### src/rtl/spi_rx_fifo.sv
`timescale 1ns/1ps
// spi_rx_fifo: SPI slave receiver for the output-driver link.
// Deserialises MSB-first bytes tagged with the D/C bit into a small
// first-word-fall-through FIFO. Sticky flags report dropped bytes and
// frames that ended mid-byte.
//
// state    | meaning
// ---------+---------------------------------------------------------
// ST_ARM   | after reset; wait for cs high so a running frame is never joined
// ST_IDLE  | cs high; wait for cs falling edge
// ST_SHIFT | cs low; shift one bit per SCK rising edge, push every 8th
module spi_rx_fifo #(
    parameter int DEPTH       = 8,
    parameter int AW          = 3,
    parameter int SYNC_STAGES = 2
) (
    input  logic          clk_125mhz,
    input  logic          reset,
    input  logic          spi_cs_n,
    input  logic          spi_sck,
    input  logic          spi_sdi,
    input  logic          spi_dc,
    input  logic          rd_en,
    output logic [8:0]    rd_data,
    output logic          rd_valid,
    output logic [AW:0]   count,
    output logic          busy,
    output logic          overflow,
    output logic          frame_err,
    input  logic          clr_err
);

    typedef enum logic [1:0] {
        ST_ARM   = 2'd0,
        ST_IDLE  = 2'd1,
        ST_SHIFT = 2'd2
    } state_t;

    localparam logic [AW:0]   CNT_FULL = (AW+1)'(DEPTH);
    localparam logic [AW:0]   CNT_ONE  = (AW+1)'(1);
    localparam logic [AW-1:0] PTR_ONE  = AW'(1);

    state_t                 r_state;
    state_t                 w_state_nxt;

    logic [SYNC_STAGES-1:0] r_cs_sync;
    logic [SYNC_STAGES-1:0] r_sck_sync;
    logic [SYNC_STAGES-1:0] r_sdi_sync;
    logic [SYNC_STAGES-1:0] r_dc_sync;
    logic                   r_cs_q;
    logic                   r_sck_q;

    logic                   w_cs_s;
    logic                   w_sck_s;
    logic                   w_sdi_s;
    logic                   w_dc_s;
    logic                   w_sck_rise;

    logic [2:0]             r_bit_cnt;
    logic [7:0]             r_shreg;

    logic                   w_shift_en;
    logic                   w_cnt_clr;
    logic                   w_push_req;
    logic                   w_fe_set;
    logic [8:0]             w_push_data;

    logic [8:0]             r_mem [DEPTH];
    logic [AW-1:0]          r_wr_ptr;
    logic [AW-1:0]          r_rd_ptr;
    logic [AW:0]            r_count;
    logic                   r_overflow;
    logic                   r_frame_err;

    logic                   w_full;
    logic                   w_pop;
    logic                   w_wr;
    logic                   w_ovf_set;

    // Synchronisers reset to 0 so a cs held low through reset reads as
    // "frame in progress" and keeps the FSM in ARM.
    always_ff @(posedge clk_125mhz or posedge reset) begin
        if (reset) begin
            r_cs_sync  <= '0;
            r_sck_sync <= '0;
            r_sdi_sync <= '0;
            r_dc_sync  <= '0;
            r_cs_q     <= 1'b0;
            r_sck_q    <= 1'b0;
        end else begin
            r_cs_sync  <= {r_cs_sync[SYNC_STAGES-2:0],  spi_cs_n};
            r_sck_sync <= {r_sck_sync[SYNC_STAGES-2:0], spi_sck};
            r_sdi_sync <= {r_sdi_sync[SYNC_STAGES-2:0], spi_sdi};
            r_dc_sync  <= {r_dc_sync[SYNC_STAGES-2:0],  spi_dc};
            r_cs_q     <= w_cs_s;
            r_sck_q    <= w_sck_s;
        end
    end

    assign w_cs_s      = r_cs_sync[SYNC_STAGES-1];
    assign w_sck_s     = r_sck_sync[SYNC_STAGES-1];
    assign w_sdi_s     = r_sdi_sync[SYNC_STAGES-1];
    assign w_dc_s      = r_dc_sync[SYNC_STAGES-1];
    assign w_sck_rise  = w_sck_s & ~r_sck_q;
    assign w_push_data = {w_dc_s, r_shreg[6:0], w_sdi_s};

    // FSM state register
    always_ff @(posedge clk_125mhz or posedge reset) begin
        if (reset) r_state <= ST_ARM;
        else       r_state <= w_state_nxt;
    end

    // Next-state and per-cycle strobes; cs high beats a coincident SCK rise
    always_comb begin
        w_state_nxt = r_state;
        w_shift_en  = 1'b0;
        w_cnt_clr   = 1'b0;
        w_push_req  = 1'b0;
        w_fe_set    = 1'b0;
        case (r_state)
            ST_ARM: begin
                if (w_cs_s) w_state_nxt = ST_IDLE;
            end
            ST_IDLE: begin
                if (r_cs_q && !w_cs_s) begin
                    w_state_nxt = ST_SHIFT;
                    w_cnt_clr   = 1'b1;
                end
            end
            ST_SHIFT: begin
                if (w_cs_s) begin
                    w_state_nxt = ST_IDLE;
                    w_cnt_clr   = 1'b1;
                    w_fe_set    = (r_bit_cnt != 3'd0);
                end else if (w_sck_rise) begin
                    w_shift_en = 1'b1;
                    w_push_req = (r_bit_cnt == 3'd7);
                end
            end
            default: w_state_nxt = ST_ARM;
        endcase
    end

    // Shift register and bit counter; the 3-bit counter wraps 7->0 on a push
    always_ff @(posedge clk_125mhz or posedge reset) begin
        if (reset) begin
            r_bit_cnt <= 3'd0;
            r_shreg   <= 8'd0;
        end else if (w_cnt_clr) begin
            r_bit_cnt <= 3'd0;
        end else if (w_shift_en) begin
            r_bit_cnt <= r_bit_cnt + 3'd1;
            r_shreg   <= {r_shreg[6:0], w_sdi_s};
        end
    end

    assign w_full    = (r_count == CNT_FULL);
    assign w_pop     = rd_en & (r_count != '0);
    assign w_wr      = w_push_req & (~w_full | w_pop);
    assign w_ovf_set = w_push_req & w_full & ~w_pop;

    // FIFO storage; no reset needed since rd_data is masked when empty
    always_ff @(posedge clk_125mhz) begin
        if (w_wr) r_mem[r_wr_ptr] <= w_push_data;
    end

    // FIFO pointers and occupancy
    always_ff @(posedge clk_125mhz or posedge reset) begin
        if (reset) begin
            r_wr_ptr <= '0;
            r_rd_ptr <= '0;
            r_count  <= '0;
        end else begin
            if (w_wr)  r_wr_ptr <= r_wr_ptr + PTR_ONE;
            if (w_pop) r_rd_ptr <= r_rd_ptr + PTR_ONE;
            case ({w_wr, w_pop})
                2'b10:   r_count <= r_count + CNT_ONE;
                2'b01:   r_count <= r_count - CNT_ONE;
                default: r_count <= r_count;
            endcase
        end
    end

    // Sticky error flags; a set event outranks clr_err in the same cycle
    always_ff @(posedge clk_125mhz or posedge reset) begin
        if (reset) begin
            r_overflow  <= 1'b0;
            r_frame_err <= 1'b0;
        end else begin
            if (w_ovf_set)    r_overflow <= 1'b1;
            else if (clr_err) r_overflow <= 1'b0;
            if (w_fe_set)     r_frame_err <= 1'b1;
            else if (clr_err) r_frame_err <= 1'b0;
        end
    end

    assign rd_valid  = (r_count != '0);
    assign rd_data   = rd_valid ? r_mem[r_rd_ptr] : 9'h000;
    assign count     = r_count;
    assign busy      = (r_state == ST_SHIFT);
    assign overflow  = r_overflow;
    assign frame_err = r_frame_err;

endmodule

### config.mk
export PLATFORM = sky130hd
export DESIGN_NAME = spi_rx_fifo
export DESIGN_NICKNAME = d
export VERILOG_FILES = /design/src/rtl/spi_rx_fifo.sv
export SDC_FILE = /design/constraint.sdc
export NUM_CORES = 1
export LEC_CHECK = 0
export CORE_UTILIZATION = 43
export CTS_CLUSTER_DIAMETER = 100
export DETAILED_ROUTE_END_ITERATION = 8
export PLACE_DENSITY_LB_ADDON = 0.1
export SLEW_MARGIN = 15
export SYNTH_ARGS = -nofsm -noshare
export SYNTH_HDL_FRONTEND = slang
export SYNTH_SLANG_ARGS = --single-unit
### constraint.sdc
create_clock -name clk_125mhz -period 2.4 [get_ports clk_125mhz]
set_input_delay 0.36 -clock clk_125mhz [delete_from_list [all_inputs] [get_ports clk_125mhz]]
set_output_delay 0.36 -clock clk_125mhz [all_outputs]
set_load 0.01 [all_outputs]
---- Word-level counts from Yosys, hierarchy flattened ----
Memory sizes are Yosys's and may differ from the RTL's.
Index checks and enable logic that the tools add are counted.
cells by class
  add/subtract/negate cells ............... 5
  $mul .................................... 0
  divide/modulo/power cells ............... 0
  magnitude comparators ................... 0
  equality and inequality tests ........... 8
  shift-type cells ........................ 0
  muxes and demuxes ....................... 23
  bitwise gates (word level) .............. 10
  reductions and logical operators ........ 12
operator list
  kind                 count
  $mux 1               15
  $add 3x1->3 const B  3
  $mux 9               1
  $pmux 4 s2           1
  $reduce_bool 2->1    4
  $mux 3               2
  $and 1x1->1          5
  $add 4x1->4 const B  1
  $eq 2x1->1 const B   2
  $eq 2x2->1 const B   2
  $eq 4x4->1 const B   1
  $mux 2               2
  $not 1->1            4
  $pmux 2 s2           1
  $reduce_and 2->1     2
  $reduce_bool 4->1    1
  $sub 4x1->4 const B  1
  $eq 3x3->1 const B   1
  $reduce_bool 3->1    1
  $logic_not 2->1      1
  $ne 2x1->1 const B   1
  $ne 2x2->1 const B   1
  $pmux 1 s2           1
  $reduce_or 2->1      1
  other kinds (3)      3
word-level totals
  bits in registers ....................... 34
  bits in latches ......................... 0
  RAM bits ................................ 72
  ROM bits ................................ 0
  input bits .............................. 8
  output and inout port bits .............. 17
  logic and storage cells ................. 73
  memories kept ........................... 1
memory list
  name   depth  width  rd ports  clocked after memory_dff  wr ports  line  RTL
  r_mem  8      9      1         0                         1         68    logic [8:0] r_mem [DEPTH];

---- Logic depth before layout (Yosys ltp) ----
  depth in word-level cells ............... 8
  mapped depth ............................ 12
  depth with buffers taken out ............ 11

---- Worst setup path before layout ----
OpenSTA, ideal clock, no wires.
  kind .................................... reg-to-reg
  from .................................... register r_state[0]
  to ...................................... memory r_mem[1][0], enable pin
  setup time .............................. 387 ps
  data arrival time ....................... 2,305 ps
  data required time ...................... 2,013 ps
  path slack .............................. -292 ps
  stages on the path, launching flop included .. 8
  buffers on the path ..................... 1
  clock period less this slack ............ 2,692 ps
  cells stage by stage .................... dfrtp_1 -> inv_1 -> ha_1 -> nor4bb_1 -> buf_2 -> o311ai_4 -> or2_2 -> nor3_1
on the way
  cells in the longest elaborated chain, start to end .. 5
ends and longest elaborated chain
  item                          line  RTL
  from (decl)                   43    state_t r_state;
  from (signal assigned)        110   else r_state <= w_state_nxt;
  $eq 2x2->1                    -
  named net busy                27    output logic busy,
  $mux 1                        120   case (r_state)
  $and 1x1->1                   159   assign w_wr = w_push_req & (~w_full | w_pop);
  $mux 1                        164   if (w_wr) r_mem[r_wr_ptr] <= w_push_data;
  $mux 1 (implied by the code)  164
  to (decl)                     68
The timed path passes the listed nets, and every way through them passes these cells.

---- Worst setup path in the final report ----
  from .................................... register r_state[0]
  to ...................................... memory r_mem[1][7], enable pin
on the way
  cells in the longest elaborated chain, start to end .. 5
ends and longest elaborated chain
  item                          line
  $eq 2x2->1                    120
  $mux 1                        120
  $and 1x1->1                   159
  $mux 1                        164
  $mux 1 (implied by the code)  164
Every way passes these cells.

==> results.json <==
{
  "status": "finished, final reports clean",
  "holdCritStartpoint": "r_cs_sync[0]$_DFF_PP0_",
  "firstDrtPassIters": 4,
  "cts_sinks": 106,
  "finalMaxSlewViolations": 0,
  "hold_viol_final": 0,
  "ys_types": 41,
  "worst_ep_arrival_time_ns": 2.41,
  "antenna_found_initial": 0,
  "whs_ns": 0.357,
  "mostFrequentLayoutCell": "edfxtp_1",
  "ios": 25,
  "clk_latency_ns": 0.36,
  "cp_max_fo": 5,
  "antenna_left": 0,
  "grt_pass1_wl_um": 12200,
  "port-buffer-count": 24,
  "ys_ff_latch": 106,
  "rsz0062_at_grt": "yes",
  "r2r_end": "r_mem[1][7]$_DFFE_PP_",
  "numCtsBuffers": 9,
  "fin_nets": 336,
  "hold_path.class": "flip-flop to flip-flop",
  "track_usage_pct": 16.3,
  "crit_end": "r_mem[1][7]$_DFFE_PP_",
  "crit_start": "r_state[0]$_DFFE_PP0P_",
  "r2r_slack_ns": 0.07,
  "floorplan.core_area_mm2": 0.00982,
  "setup_viol": 0,
  "grt_start_max_net_pins": 35,
  "htree_levels": 3,
  "drive_gt1_share_pct": 32.5,
  "hpwl_um": 5220,
  "grt_overflow_total": 0,
  "ys.flop_type": "edfxtp_1",
  "place_area_mm2": 0.00500,
  "synth_cells": 251,
  "required_ns": 2.49,
  "netlist.area_leader.share_pct": 49.5,
  "initial_core_util_pct": 44.5,
  "r2r_cells": 9,
  "start_kind": "flip-flop",
  "vias": 2285,
  "min_period_over_period_pct": 97.0,
  "rows": 36,
  "wl_per_cell_um": 17.3,
  "synth_area_leader_cell": "edfxtp_1",
  "finalWirelength_um": 7840,
  "die_x_um": 103,
  "drc": 0,
  "fmax_mhz": 430,
  "p_leak_nw": 2.04,
  "slew_headroom_pct": 66.6,
  "drtIter0Drc": 70,
  "cts_tree": "done",
  "ys_seq_area_share_pct": 69.0,
  "synth_area_mm2": 0.00437,
  "syn_area_per_cell_um2": 17.4,
  "max_slew.worst_pin.slew_ns": 0.498,
  "final_core_util_pct": 54.3,
  "clock_skew_ns": 0.0150,
  "diodes": 0,
  "min_period_ns": 2.33,
  "cp-end-kind": "flip-flop",
  "final_cell_mix": "edfxtp_1 (72), dfrtp_1 (30), buf_4 (29)",
  "syn2layout_area_growth_pct": 22.1,
  "clockRootBuffer": "clkbuf_8",
  "vias_per_cell": 5.04,
  "ir_worst_vdd_mv": 0.439,
  "p_per_area_mw_per_mm2": 971,
  "clock_path_buffers": 2,
  "die_height_um": 103,
  "crit_type": "flip-flop to flip-flop",
  "yosys-top-cells-area": "edfxtp_1 (50%), dfrtp_1 (19%), mux4_2 (9.3%)",
  "gp_congestion": 0.712,
  "async_flop_share_pct": 32.1,
  "cap_violations": 0,
  "cts.clk_slew.worst_paths_ns": 0.11,
  "fin_area_mm2": 0.00533,
  "r2r_start": "r_state[0]$_DFFE_PP0P_",
  "die_area_mm2": 0.0106,
  "synth-edff-count": 72,
  "syn_nets": 272,
  "ys_warn_count": 0,
  "grt_pass1_vias": 2263,
  "report.power.total_mw": 5.17
}
[critical path, cell delays in order (launching register included)]
cell	delay, ns
dfrtp_1	0.40
inv_2	0.08
ha_4	0.12
nor4bb_1	0.19
buf_4	0.18
o311ai_4	0.14
buf_6	0.16
or2_4	0.26
nor3_4	0.30
clkbuf_16	0.21
[Yosys cell counts, drive strengths merged (4+ instances only)]
cell type and instances:
ha 13, xor2 5, nand2b 6, edfxtp 72, nor2 24, a21oi 4
xnor2 4, dfrtp 34, mux4 18, inv 11, mux2i 11, buf 6
nand2 7, mux2 10
[power breakdown]
part	internal, mW	switching, mW	total (mW)
sequential	2.14	0.156	2.30
clock	0.503	0.616	1.12
combinational	0.958	0.798	1.76
[stage by stage]
step	instances	worst slack [ns]	setup TNS [ns]
floorplan	251	-0.0800	-1.41
global placement	429	0.0548	0
detailed placement	429	0.0148	0
CTS	446	-0.00880	-0.00880
global route	453	-0.0290	-0.0558
finish	453	0.0732	0
[per-layer routing]
layer	global-route usage, %	wire [µm]	vias up
li1	-	-	1073
met4	6.18	100	0
met2	25.1	3780	31
met5	0	0	-
met3	3.05	168	7
met1	23.3	3790	1174
[sequential cells by signal, indices dropped and copies added (netlist names)]
name	cells
count	4
frame_err	1
overflow	1
r_bit_cnt	3
r_cs_q	1
r_cs_sync	2
r_dc_sync	2
r_mem	72
r_rd_ptr	3
r_sck_q	1
r_sck_sync	2
r_sdi_sync	2
r_shreg	7
r_state	2
r_wr_ptr	3
[layout make-up]
cell class | instances | area, µm²
clock buffer | 9 | 124
clock inverter | 7 | 82.6
fill | 847 | 4490
inverter | 11 | 43.8
multi-input combinational | 126 | 1320
sequential | 106 | 3020
tap | 133 | 166
timing repair buffer | 61 | 571
[repair_timing]
item | in CTS | in global routing
pin swaps | 0 | 4
gates cloned | 0 | 1
buffers inserted | 1 | 6
setup endpoints to repair | 9 | 62
gates resized for setup | 13 | 17
hold buffers | 0 | 0
[kinds of logic (layout without fill, tap and decap cells)]
kind of cell             Yosys count  in the layout  share of synthesized area, %
flip-flops                       106            106                          69.0
AND/OR/NAND/NOR                   49             49                          5.90
multiplexers                      39             39                          14.5
buffers and inverters             19             88                          2.06
AO/OA/AOI/OAI                     16             16                          3.01
adder cells (fa/ha/maj)           13             13                          3.73
XOR/XNOR                           9              9                          1.81
[how the worst min path moves through the flow]
stage	slack (ns)	to	cells after the start
floorplan	0.33	r_cs_sync[1]$_DFF_PP0_	0
global placement	0.33	r_cs_sync[1]$_DFF_PP0_	0
detailed placement	0.34	r_cs_sync[1]$_DFF_PP0_	0
CTS	0.36	r_sdi_sync[1]$_DFF_PP0_	0
global route	0.37	r_cs_sync[1]$_DFF_PP0_	0
finish	0.36	r_cs_sync[1]$_DFF_PP0_	0
No activity file was read; power rests on OpenSTA's default activity.
